===== config.mk =====
export PLATFORM = sky130hd
export DESIGN_NAME = guess_round_ctrl
export DESIGN_NICKNAME = d
export VERILOG_FILES = /design/src/rtl/guess_round_ctrl.sv
export SDC_FILE = /design/constraint.sdc
export NUM_CORES = 1
export LEC_CHECK = 0
export CORE_UTILIZATION = 51
export CTS_CLUSTER_DIAMETER = 150
export DETAILED_ROUTE_END_ITERATION = 7
export PLACE_DENSITY = 0.89
export SYNTH_ARGS = -nofsm -noshare
export SYNTH_HDL_FRONTEND = slang
export SYNTH_SLANG_ARGS = --single-unit
export TNS_END_PERCENT = 5

===== constraint.sdc =====
create_clock -name clk -period 3.1 [get_ports clk]
set_clock_uncertainty 0.1 [all_clocks]
set_input_delay 0.62 -clock clk [delete_from_list [all_inputs] [get_ports clk]]
set_output_delay 0.62 -clock clk [all_outputs]
set_load 0.02 [all_outputs]

===== src/rtl/guess_round_ctrl.sv =====
// guess_round_ctrl: round sequencer for a number-guessing game.
//
// The controller runs one round at a time. Each round does these steps:
// clear the datapath, generate a target, then accept guesses. Each guess
// is latched into the datapath, and the compare flags are sampled
// RESP_LAT cycles later. The round ends in WIN (eq) or LOSE (the attempt
// limit is reached). The best (fewest) winning try count is kept from
// reset onwards.
//
// Ports:
//   clk            single clock, rising edge
//   rst            synchronous active-high reset
//   btn_enter      level "submit guess" button (already synchronized)
//   btn_new        level "new round" button (already synchronized)
//   max_tries[3:0] attempt limit per round, 0 = unlimited
//   eq, lt, gt     compare flags from the datapath (only eq sequences)
//   outrange       guess out of legal range
//   dp_rst         one-cycle datapath clear (high while in CLR)
//   genrand_pulse  one-cycle target generation (high while in SEED)
//   enter_pulse    one-cycle guess latch (first cycle of EVAL)
//   reject         one-cycle pulse: guess was out of range, not counted
//   tries[3:0]     counted guesses this round (saturates at 15)
//   best[3:0]      fewest tries over won rounds, 4'hF = none yet
//   win, lose      round result levels
//   state[2:0]     current FSM state (debug)
module guess_round_ctrl #(
  parameter int RESP_LAT = 2
) (
  input  logic       clk,
  input  logic       rst,
  input  logic       btn_enter,
  input  logic       btn_new,
  input  logic [3:0] max_tries,
  input  logic       eq,
  input  logic       lt,
  input  logic       gt,
  input  logic       outrange,
  output logic       dp_rst,
  output logic       genrand_pulse,
  output logic       enter_pulse,
  output logic       reject,
  output logic [3:0] tries,
  output logic [3:0] best,
  output logic       win,
  output logic       lose,
  output logic [2:0] state
);

  typedef enum logic [2:0] {
    ST_IDLE = 3'd0,
    ST_CLR  = 3'd1,
    ST_SEED = 3'd2,
    ST_PLAY = 3'd3,
    ST_EVAL = 3'd4,
    ST_WIN  = 3'd5,
    ST_LOSE = 3'd6
  } state_t;

  // The counter value on which the datapath flags are taken.
  localparam logic [2:0] LAT_LAST = 3'(RESP_LAT - 1);

  state_t     state_r;
  state_t     state_nxt_s;
  logic       enter_prev_r;
  logic       new_prev_r;
  logic       enter_edge_s;
  logic       new_edge_s;
  logic [2:0] cnt_r;
  logic [2:0] cnt_nxt_s;
  logic [3:0] limit_r;
  logic [3:0] limit_nxt_s;
  logic [3:0] tries_nxt_s;
  logic [3:0] best_nxt_s;
  logic [3:0] tries_inc_s;
  logic       enter_pulse_nxt_s;
  logic       reject_nxt_s;
  logic       unused_s;

  // lt/gt only matter to the display path, not to sequencing.
  assign unused_s = lt ^ gt;

  assign enter_edge_s = btn_enter & ~enter_prev_r;
  assign new_edge_s   = btn_new & ~new_prev_r;
  assign tries_inc_s  = (tries == 4'hF) ? 4'hF : (tries + 4'd1);
  assign state        = state_r;

  // Next-state and next-value logic for all registered outputs.
  always_comb begin
    state_nxt_s       = state_r;
    cnt_nxt_s         = cnt_r;
    limit_nxt_s       = limit_r;
    tries_nxt_s       = tries;
    best_nxt_s        = best;
    enter_pulse_nxt_s = 1'b0;
    reject_nxt_s      = 1'b0;
    case (state_r)
      ST_IDLE: begin
        if (new_edge_s) begin
          state_nxt_s = ST_CLR;
        end else begin
          state_nxt_s = ST_IDLE;
        end
      end
      ST_CLR: begin
        tries_nxt_s = 4'd0;
        limit_nxt_s = max_tries;
        state_nxt_s = ST_SEED;
      end
      ST_SEED: begin
        state_nxt_s = ST_PLAY;
      end
      ST_PLAY: begin
        // A new-round request beats a simultaneous guess.
        if (new_edge_s) begin
          state_nxt_s = ST_CLR;
        end else if (enter_edge_s) begin
          state_nxt_s       = ST_EVAL;
          enter_pulse_nxt_s = 1'b1;
          cnt_nxt_s         = 3'd0;
        end else begin
          state_nxt_s = ST_PLAY;
        end
      end
      ST_EVAL: begin
        // An abort throws away the pending result. Enter edges are ignored.
        if (new_edge_s) begin
          state_nxt_s = ST_CLR;
        end else if (cnt_r == LAT_LAST) begin
          if (outrange) begin
            reject_nxt_s = 1'b1;
            state_nxt_s  = ST_PLAY;
          end else if (eq) begin
            tries_nxt_s = tries_inc_s;
            best_nxt_s  = (tries_inc_s < best) ? tries_inc_s : best;
            state_nxt_s = ST_WIN;
          end else begin
            tries_nxt_s = tries_inc_s;
            if ((limit_r != 4'd0) && (tries_inc_s == limit_r)) begin
              state_nxt_s = ST_LOSE;
            end else begin
              state_nxt_s = ST_PLAY;
            end
          end
        end else begin
          cnt_nxt_s = cnt_r + 3'd1;
        end
      end
      ST_WIN, ST_LOSE: begin
        if (new_edge_s) begin
          state_nxt_s = ST_CLR;
        end else begin
          state_nxt_s = state_r;
        end
      end
      default: begin
        state_nxt_s = ST_IDLE;
      end
    endcase
  end

  // State, counters and registered outputs. Reset overrides everything.
  always_ff @(posedge clk) begin
    if (rst) begin
      state_r       <= ST_IDLE;
      enter_prev_r  <= 1'b1;
      new_prev_r    <= 1'b1;
      cnt_r         <= 3'd0;
      limit_r       <= 4'd0;
      tries         <= 4'd0;
      best          <= 4'hF;
      dp_rst        <= 1'b0;
      genrand_pulse <= 1'b0;
      enter_pulse   <= 1'b0;
      reject        <= 1'b0;
      win           <= 1'b0;
      lose          <= 1'b0;
    end else begin
      state_r       <= state_nxt_s;
      enter_prev_r  <= btn_enter;
      new_prev_r    <= btn_new;
      cnt_r         <= cnt_nxt_s;
      limit_r       <= limit_nxt_s;
      tries         <= tries_nxt_s;
      best          <= best_nxt_s;
      dp_rst        <= (state_nxt_s == ST_CLR);
      genrand_pulse <= (state_nxt_s == ST_SEED);
      enter_pulse   <= enter_pulse_nxt_s;
      reject        <= reject_nxt_s;
      win           <= (state_nxt_s == ST_WIN);
      lose          <= (state_nxt_s == ST_LOSE);
    end
  end

endmodule

== Word level (Yosys, flattened, before mapping) ==
Cells that the tools add are included.
Widths: inputs -> output; s select.

* Flip-flop bits (word level): 26
* Input bits: 12
* Output and inout port bits: 17
* Word-level logic and storage cells: 77

* Add/sub/neg operators: 2
* Order comparisons: 1
* Eq/ne operators: 19
* Muxes and demuxes: 22
* Bitwise logic cells: 9
* Reductions and logical operators: 11

{| class="wikitable"
|+ Operator list
! operator !! number
|-
| $mux 3 || 12
|-
| $pmux 3 s6 || 1
|-
| $mux 4 || 4
|-
| $eq 3x3->1 const B || 5
|-
| $ne 2x2->1 const B || 6
|-
| $eq 3x1->1 const B || 3
|-
| $eq 3x2->1 const B || 3
|-
| $pmux 4 s2 || 1
|-
| $not 1->1 || 7
|-
| $pmux 3 s2 || 1
|-
| $reduce_and 6->1 || 1
|-
| $reduce_and 5->1 || 1
|-
| $add 4x1->4 const B || 1
|-
| $eq 4x4->1 || 1
|-
| $eq 4x4->1 const B || 1
|-
| $lt 4x4->1 || 1
|-
| $reduce_and 4->1 || 1
|-
| $reduce_bool 2->1 || 2
|-
| $reduce_bool 4->1 || 1
|-
| $reduce_or 4->1 || 1
|-
| $add 3x1->3 const B || 1
|-
| $logic_not 3->1 || 1
|-
| $mux 1 || 3
|-
| $reduce_or 3->1 || 1
|-
| other kinds (3) || 4
|}

== Longest topological paths before layout ==
Gate-level depths: netlist of the first run.

* Depth after elaboration: 11
* Depth in mapped cells: 9
* Mapped depth without buffers: 9

== Worst setup path before layout of the first run ==
No wires, ideal clock.

* Path type: reg2reg
* Start: register tries[0]
* End: register best[2]
* Arrival time: 2.283 ns
* Data required time: 2.878 ns
* Slack: 0.595 ns
* Cell stages (with the launch flop): 10
* Clock period less this slack: 2.505 ns
* Cell sequence: dfxtp_1 > ha_1 > a31oi_2 > inv_1 > ha_1 > inv_1 > a31oi_1 > o31ai_2 > a21oi_1 > a311o_1

* Cells in the longest elaborated chain, start to end: 4

{| class="wikitable"
|+ Ends and longest elaborated chain
! what !! RTL line !! RTL
|-
| start, declared || 42 || <nowiki>output logic [3:0] tries,</nowiki>
|-
| start signal, assigned || 183 || <nowiki>tries <= tries_nxt_s;</nowiki>
|-
| $add 4x1->4 / $eq 4x4->1 (equally long branches) || 84 || <nowiki>assign tries_inc_s = (tries == 4'hF) ? 4'hF : (tries + 4'd1);</nowiki>
|-
| $mux 4 * || 84 ||
|-
| net tries_inc_s[1] || 74 || <nowiki>logic [3:0] tries_inc_s;</nowiki>
|-
| $lt 4x4->1 * || 134 || <nowiki>best_nxt_s = (tries_inc_s < best) ? tries_inc_s : best;</nowiki>
|-
| $reduce_and 6->1 (no line) * || n/a ||
|-
| end signal, assigned || 184 || <nowiki>best <= best_nxt_s;</nowiki>
|-
| end, declared || 43 || <nowiki>output logic [3:0] best,</nowiki>
|}

Mark *: on every way through the listed nets, which the timed path passes. The rest lies on a longest branch.
A chain may end at the register's enable or synchronous reset.

== Worst setup path in the final report of the first run ==
* Start: register tries[0]
* End: register best[3]

Same word-level chain as after synthesis.

==> results.sh, run 1 <==
export IMPL_synth_seq_area_share=0.356
export IMPL_powerDensity_mw_per_mm2=432
export IMPL_end_kind="flop"
export IMPL_port_buffers=26
export IMPL_cts_resized=0
export IMPL_insertion_delay_ns=0.33
export IMPL_grt_pass1_wl_mm=5.29
export IMPL_nets=212
export IMPL_setup_viol=0
export IMPL_ios=29
export IMPL_areaGrowthSynthToFinish_pct=21.7
export IMPL_cts_buffers=3
export IMPL_post_drt_wl_per_cell_um=14.4
export IMPL_path_max_fanout=9
export IMPL_ys_flop_type="dfxtp_1"
export IMPL_dr_total_vias=1336
export IMPL_top_layer="met4"
export IMPL_diodes=0
export IMPL_yosys_register_bits=26
export IMPL_grt_total_usage=0.210
export IMPL_synth_edf_count=0
export IMPL_core_area_mm2=0.00273
export IMPL_dr_wl_met3_um=143
export IMPL_min_delay_start="cnt_r[2]$_SDFFE_PP0P_"
export IMPL_fillers=222
export IMPL_leakage_nw=0.704
export IMPL_path_class="reg -> reg"
export IMPL_setup_tns_ns=0
export IMPL_required_ns=3.23
export IMPL_yosysWarnings=0
export IMPL_worst_slew_pin_slew_ns=0.516
export IMPL_synthesis_nets=187
export IMPL_relSlewSlack=0.652
export IMPL_routed_wl_mm=3.24
export IMPL_finalMaxSlewViolations=0
export IMPL_drtPass1Iterations=4
export IMPL_cts_root_buf="clkbuf_4"
export IMPL_die_y_um=55.5
export IMPL_ys_async_sr_fraction=0
export IMPL_h_tree_depth=1
export IMPL_maxCapViolations=0
export IMPL_syn_mean_instance_area_um2=8.65
export IMPL_row_count=19
export IMPL_drt_met1_wl_mm=1.36
export IMPL_critPathLaunch="tries[0]$_SDFFE_PP0P_"
export IMPL_antenna_found_initial=0
export IMPL_max_freq_mhz=372
export IMPL_grt_pass1_vias=1294
export IMPL_ant_nets=0
export IMPL_arrival_ns=2.82
export IMPL_initialDrtViolationCount=50
export IMPL_start_util=0.535
export IMPL_clock_sinks=26
export IMPL_clockBufferDepth=2
export IMPL_grt_setup_unrepaired="no"
export IMPL_period_needed_ns=2.69
export IMPL_fin_crit_sh=0.868
export IMPL_start_kind="flop"
export IMPL_syn_inst=169
export IMPL_gp_congestion=0.800
export IMPL_ys_types=48
export IMPL_netlist_area_mm2=0.00146
export IMPL_clk_pin_slew_ns=0.15
export IMPL_vdd_drop_max_v=0.000331
export IMPL_outcome="complete, no violations"
export IMPL_cts_tree="built"
export IMPL_grt_max_degree=21
export IMPL_cts_hold_buffers=0
export IMPL_gr_total_overflow=0
export IMPL_r2r_start="tries[0]$_SDFFE_PP0P_"
export IMPL_power_mw=0.769
export IMPL_cts_setup_buffers=0
export IMPL_drc_errors=0
export IMPL_dp_hpwl_mm=2.38
export IMPL_hold_viol=0
export IMPL_drive_gt1_frac=0.0984
export IMPL_avgViaCountPerCell=5.96
export IMPL_dr_wl_met2_mm=1.61
export IMPL_die_area_mm2=0.00308
export IMPL_hp_class="reg -> reg"
export IMPL_chipWidth_um=55.5
[power breakdown]
group | leakage [nW] | total (mW) | switching [mW] | internal (mW)
Clock | 0.0279 | 0.236 | 0.105 | 0.131
Sequential | 0.211 | 0.379 | 0.0271 | 0.352
Combinational | 0.465 | 0.154 | 0.0844 | 0.0700
Total | 0.704 | 0.769 | 0.217 | 0.552
[cells in the final DEF, fill, tap and decap left out, types with 2 or more instances in the layout]
master,instances
dfxtp_1,26
and2_1,2
inv_1,11
o21ai_0,7
mux2i_1,5
nor2_1,20
nor3_1,5
clkbuf_4,3
xor2_1,2
or3b_1,2
nand2_1,9
nand2b_1,9
nor3b_1,2
ha_1,6
a311o_1,2
o21bai_1,2
o21a_1,3
a21oi_1,12
nand4_1,2
nor2b_1,3
nand3_1,4
a31oi_2,2
clkdlybuf4s50_1,26
a31oi_1,3
or2_2,2
[critical path, cell delays in order, from the launching register on]
cell     delay (ns)
dfxtp_1        0.54
ha_1           0.30
a31oi_2        0.31
inv_1          0.10
ha_1           0.28
inv_1          0.05
a31oi_1        0.04
o31ai_2        0.42
a21oi_1        0.12
a311o_1        0.33
[synth_stat cells, types with 2 or more instances]
library cell	instances	share of area
buf_2	3	0.010
o21a_1	3	0.015
xor2_1	2	0.012
or3b_1	2	0.012
nor3b_1	2	0.010
dfxtp_1	26	0.36
nand4_1	2	0.0086
a31oi_2	2	0.017
clkbuf_1	2	0.0051
nor2b_1	3	0.013
and2_1	2	0.0086
ha_1	6	0.051
a31oi_1	3	0.013
a21oi_1	12	0.041
o21bai_1	2	0.010
o21ai_0	7	0.024
nand3_1	4	0.014
nand2_1	9	0.023
inv_1	11	0.028
or2_2	2	0.0086
a311o_1	2	0.014
nor2_1	20	0.051
mux2i_1	5	0.034
nor3_1	5	0.017
nand2b_1	9	0.039
[worst paths after layout]
path,endpoint,slack [ns],depth (start not counted)
min reg2reg,cnt_r[2]$_SDFFE_PP0P_,0.44,2
min,cnt_r[2]$_SDFFE_PP0P_,0.44,2
max reg2reg,best[3]$_SDFFE_PP1P_,0.41,9
max,best[3]$_SDFFE_PP1P_,0.41,9
[sequential cells by signal, summed over array words and instances, names as in the netlist, 3 cells and up]
name     cells
tries        4
state        3
cnt_r        3
limit_r      4
best         4
[logic make-up after synthesis]
group,Yosys count,share of synthesized area
and+or+nand+nor,66,0.242
xor gates and xnor gates,3,0.0231
DFF,26,0.356
adders and majority gates,6,0.0514
buffers and inverters,18,0.0565
AOI/OAI and AO/OA,42,0.209
muxes,8,0.0616
[cell type report]
class                      count  area, um2  share of cell area
multi-input combinational    125        858               0.482
tap                           31       38.8              0.0218
clock buffer                   3       22.5              0.0127
clock inverter                 1       30.0              0.0169
inverter                      11       41.3              0.0232
sequential                    26        520               0.293
timing repair buffer          27        268               0.150
[stage by stage]
step,setup WS [ns],instance area [um2],hold WS [ns],utilization,cells
6_report,0.410,1780,0.442,0.651,224
5_1_grt,0.222,1780,0.482,0.651,224
4_1_cts,0.426,1780,0.444,0.651,224
3_5_place_dp,0.417,1730,0.411,0.632,220
3_3_place_gp,0.558,1730,0.384,0.632,220
2_1_floorplan,0.595,1460,0.367,-,169
[metal layers]
layer | track usage | up-vias
li1 | - | 639
met3 | 0.0328 | 17
met5 | 0 | -
met2 | 0.368 | 54
met4 | 0.114 | 0
met1 | 0.243 | 626
(Power assumes the default switching activity.)
==> run 2: changes to the inputs <==
--- a/config.mk
+++ b/config.mk
@@ -8,6 +8,7 @@
 export CORE_UTILIZATION = 51
 export CTS_CLUSTER_DIAMETER = 150
 export DETAILED_ROUTE_END_ITERATION = 7
+export GPL_ROUTABILITY_DRIVEN = 1
 export PLACE_DENSITY = 0.89
 export SYNTH_ARGS = -nofsm -noshare
 export SYNTH_HDL_FRONTEND = slang
==> constraint.sdc (replaced) <==
create_clock -name clk -period 2.87 [get_ports clk]
set_clock_uncertainty 0.1 [all_clocks]
set_input_delay 0.574 -clock clk [delete_from_list [all_inputs] [get_ports clk]]
set_output_delay 0.574 -clock clk [all_outputs]
set_load 0.02 [all_outputs]
==> run 2 against run 1 <==
Net effect: register-to-register slack worse by 0.099 ns; via count down 2.5%; non-clock buffer count up 1; critical endpoint unchanged; largest cell class unchanged; largest power group unchanged.
==> results.sh, run 2 (synthesis results as in run 1) <==
export IMPL_outcome="complete, no violations"
export IMPL_arrival_ns=2.68
export IMPL_routed_wl_mm=3.13
export IMPL_cts_buffers=3
export IMPL_start_kind="flop"
export IMPL_worst_slew_pin_slew_ns=0.547
export IMPL_insertion_delay_ns=0.32
export IMPL_grt_total_usage=0.232
export IMPL_layout_common_cells="26 x dfxtp_1, 26 x clkdlybuf4s50_1, 20 x nor2_1"
export IMPL_start_util=0.535
export IMPL_hold_viol=0
export IMPL_slowest_stage="o31ai_2"
export IMPL_row_count=19
export IMPL_setup_tns_ns=0
export IMPL_hp_class="reg -> reg"
export IMPL_grt_max_degree=20
export IMPL_initialDrtViolationCount=31
export IMPL_chipWidth_um=55.5
export IMPL_cts_tree="built"
export IMPL_seq_power_share=0.497
export IMPL_areaGrowthSynthToFinish_pct=22.3
export IMPL_post_drt_wl_per_cell_um=13.9
export IMPL_cts_root_buf="clkbuf_4"
export IMPL_port_buffers=26
export IMPL_cts_setup_buffers=0
export IMPL_clock_sinks=26
export IMPL_sw_frac_of_total=0.275
export IMPL_die_area_mm2=0.00308
export IMPL_dp_hpwl_mm=2.33
export IMPL_gp_congestion=0.786
export IMPL_switching_power_mw=0.226
export IMPL_cts_resized=0
export IMPL_max_freq_mhz=391
export IMPL_nets=213
export IMPL_leakage_nw=0.710
export IMPL_diodes=0
export IMPL_setup_viol=0
export IMPL_path_max_fanout=7
export IMPL_regArea_um2=520
export IMPL_ant_nets=0
export IMPL_period_needed_ns=2.56
export IMPL_slowest_delay_ns=0.41
export IMPL_internal_power_mw=0.597
export IMPL_clockBufferDepth=2
export IMPL_drtPass1Iterations=4
export IMPL_maxCapViolations=0
export IMPL_drive_gt1_frac=0.103
export IMPL_clk_pin_slew_ns=0.14
export IMPL_path_class="reg -> reg"
export IMPL_finalMaxSlewViolations=0
export IMPL_grt_pass1_wl_mm=5.76
export IMPL_power_mw=0.823
export IMPL_pwr_share_clk=0.303
export IMPL_end_kind="flop"
export IMPL_reg_largest_list="best: 4 flops, limit_r: 4 flops, tries: 4 flops"
export IMPL_relSlewSlack=0.631
export IMPL_ios=29
export IMPL_multi_input_area_um2=858
export IMPL_required_ns=2.99
export IMPL_fillers=209
export IMPL_cts_hold_buffers=0
export IMPL_antenna_found_initial=0
export IMPL_dr_total_vias=1303
export IMPL_gr_total_overflow=0
export IMPL_grt_pass1_vias=1355
export IMPL_h_tree_depth=1
export IMPL_pwr_share_comb=0.200
export IMPL_fin_util=0.654
export IMPL_crit_chain="ha_1, a31oi_2, inv_1, ha_1, inv_1, a31oi_1, o31ai_2, a21oi_1, a311o_1"
export IMPL_fin_crit_sh=0.892
export IMPL_core_area_mm2=0.00273
export IMPL_drc_errors=0
export IMPL_avgViaCountPerCell=5.79
export IMPL_powerDensity_mw_per_mm2=460
export IMPL_die_y_um=55.5
export IMPL_vdd_drop_max_v=0.000472
export IMPL_grt_setup_unrepaired="no"
run 2: final timing paths:
kind	to	cells after the start	from	slack (ns)
min	limit_r[3]$_SDFFE_PP0P_	2	limit_r[3]$_SDFFE_PP0P_	0.42
max reg2reg	best[3]$_SDFFE_PP1P_	9	tries[1]$_SDFFE_PP0P_	0.31
min reg2reg	limit_r[3]$_SDFFE_PP0P_	2	limit_r[3]$_SDFFE_PP0P_	0.42
max	best[3]$_SDFFE_PP1P_	9	tries[1]$_SDFFE_PP0P_	0.31
run 2: per-stage QoR:
stage / area [um2] / hold slack (ns) / instances / worst slack [ns]
after floorplan: 1460 / 0.367 / 169 / 0.365
after global placement: 1730 / 0.383 / 221 / 0.412
after detailed placement: 1730 / 0.399 / 221 / 0.364
after global routing: 1790 / 0.465 / 225 / 0.179
after CTS: 1790 / 0.419 / 225 / 0.329
final: 1790 / 0.418 / 225 / 0.310
run 2: worst max-delay path: cells and delay by family (launching register included):
family / cells / cell delay, ns
AO/OA/AOI/OAI: 5 / 1.31
adder cells (fa/ha/maj): 2 / 0.54
flip-flops: 1 / 0.37
buffers and inverters: 2 / 0.13
run 2: power by group through the flow:
| stage | combinational, mW | clock [mW] | sequential [mW] |
|---|---|---|---|
| after floorplan | 0.110 | 0 | 0.414 |
| after global placement | 0.156 | 0 | 0.414 |
| after detailed placement | 0.163 | 0 | 0.416 |
| after CTS | 0.164 | 0.254 | 0.408 |
| after global routing | 0.183 | 0.271 | 0.413 |
| final | 0.164 | 0.250 | 0.409 |
run 2: per-layer routing:
metal | vias up | wire length [um] | GRT usage
met1 | 611 | 1380 | 0.266
met2 | 35 | 1510 | 0.398
met3 | 13 | 118 | 0.0492
li1 | 644 | - | -
met5 | - | 0 | 0
met4 | 0 | 114 | 0.132
run 2: cell type report:
type	count	area share
multi-input combinational	125	0.480
sequential	26	0.291
timing repair buffer	28	0.154
inverter	11	0.0231
tap	31	0.0217
clock inverter	1	0.0168
clock buffer	3	0.0126
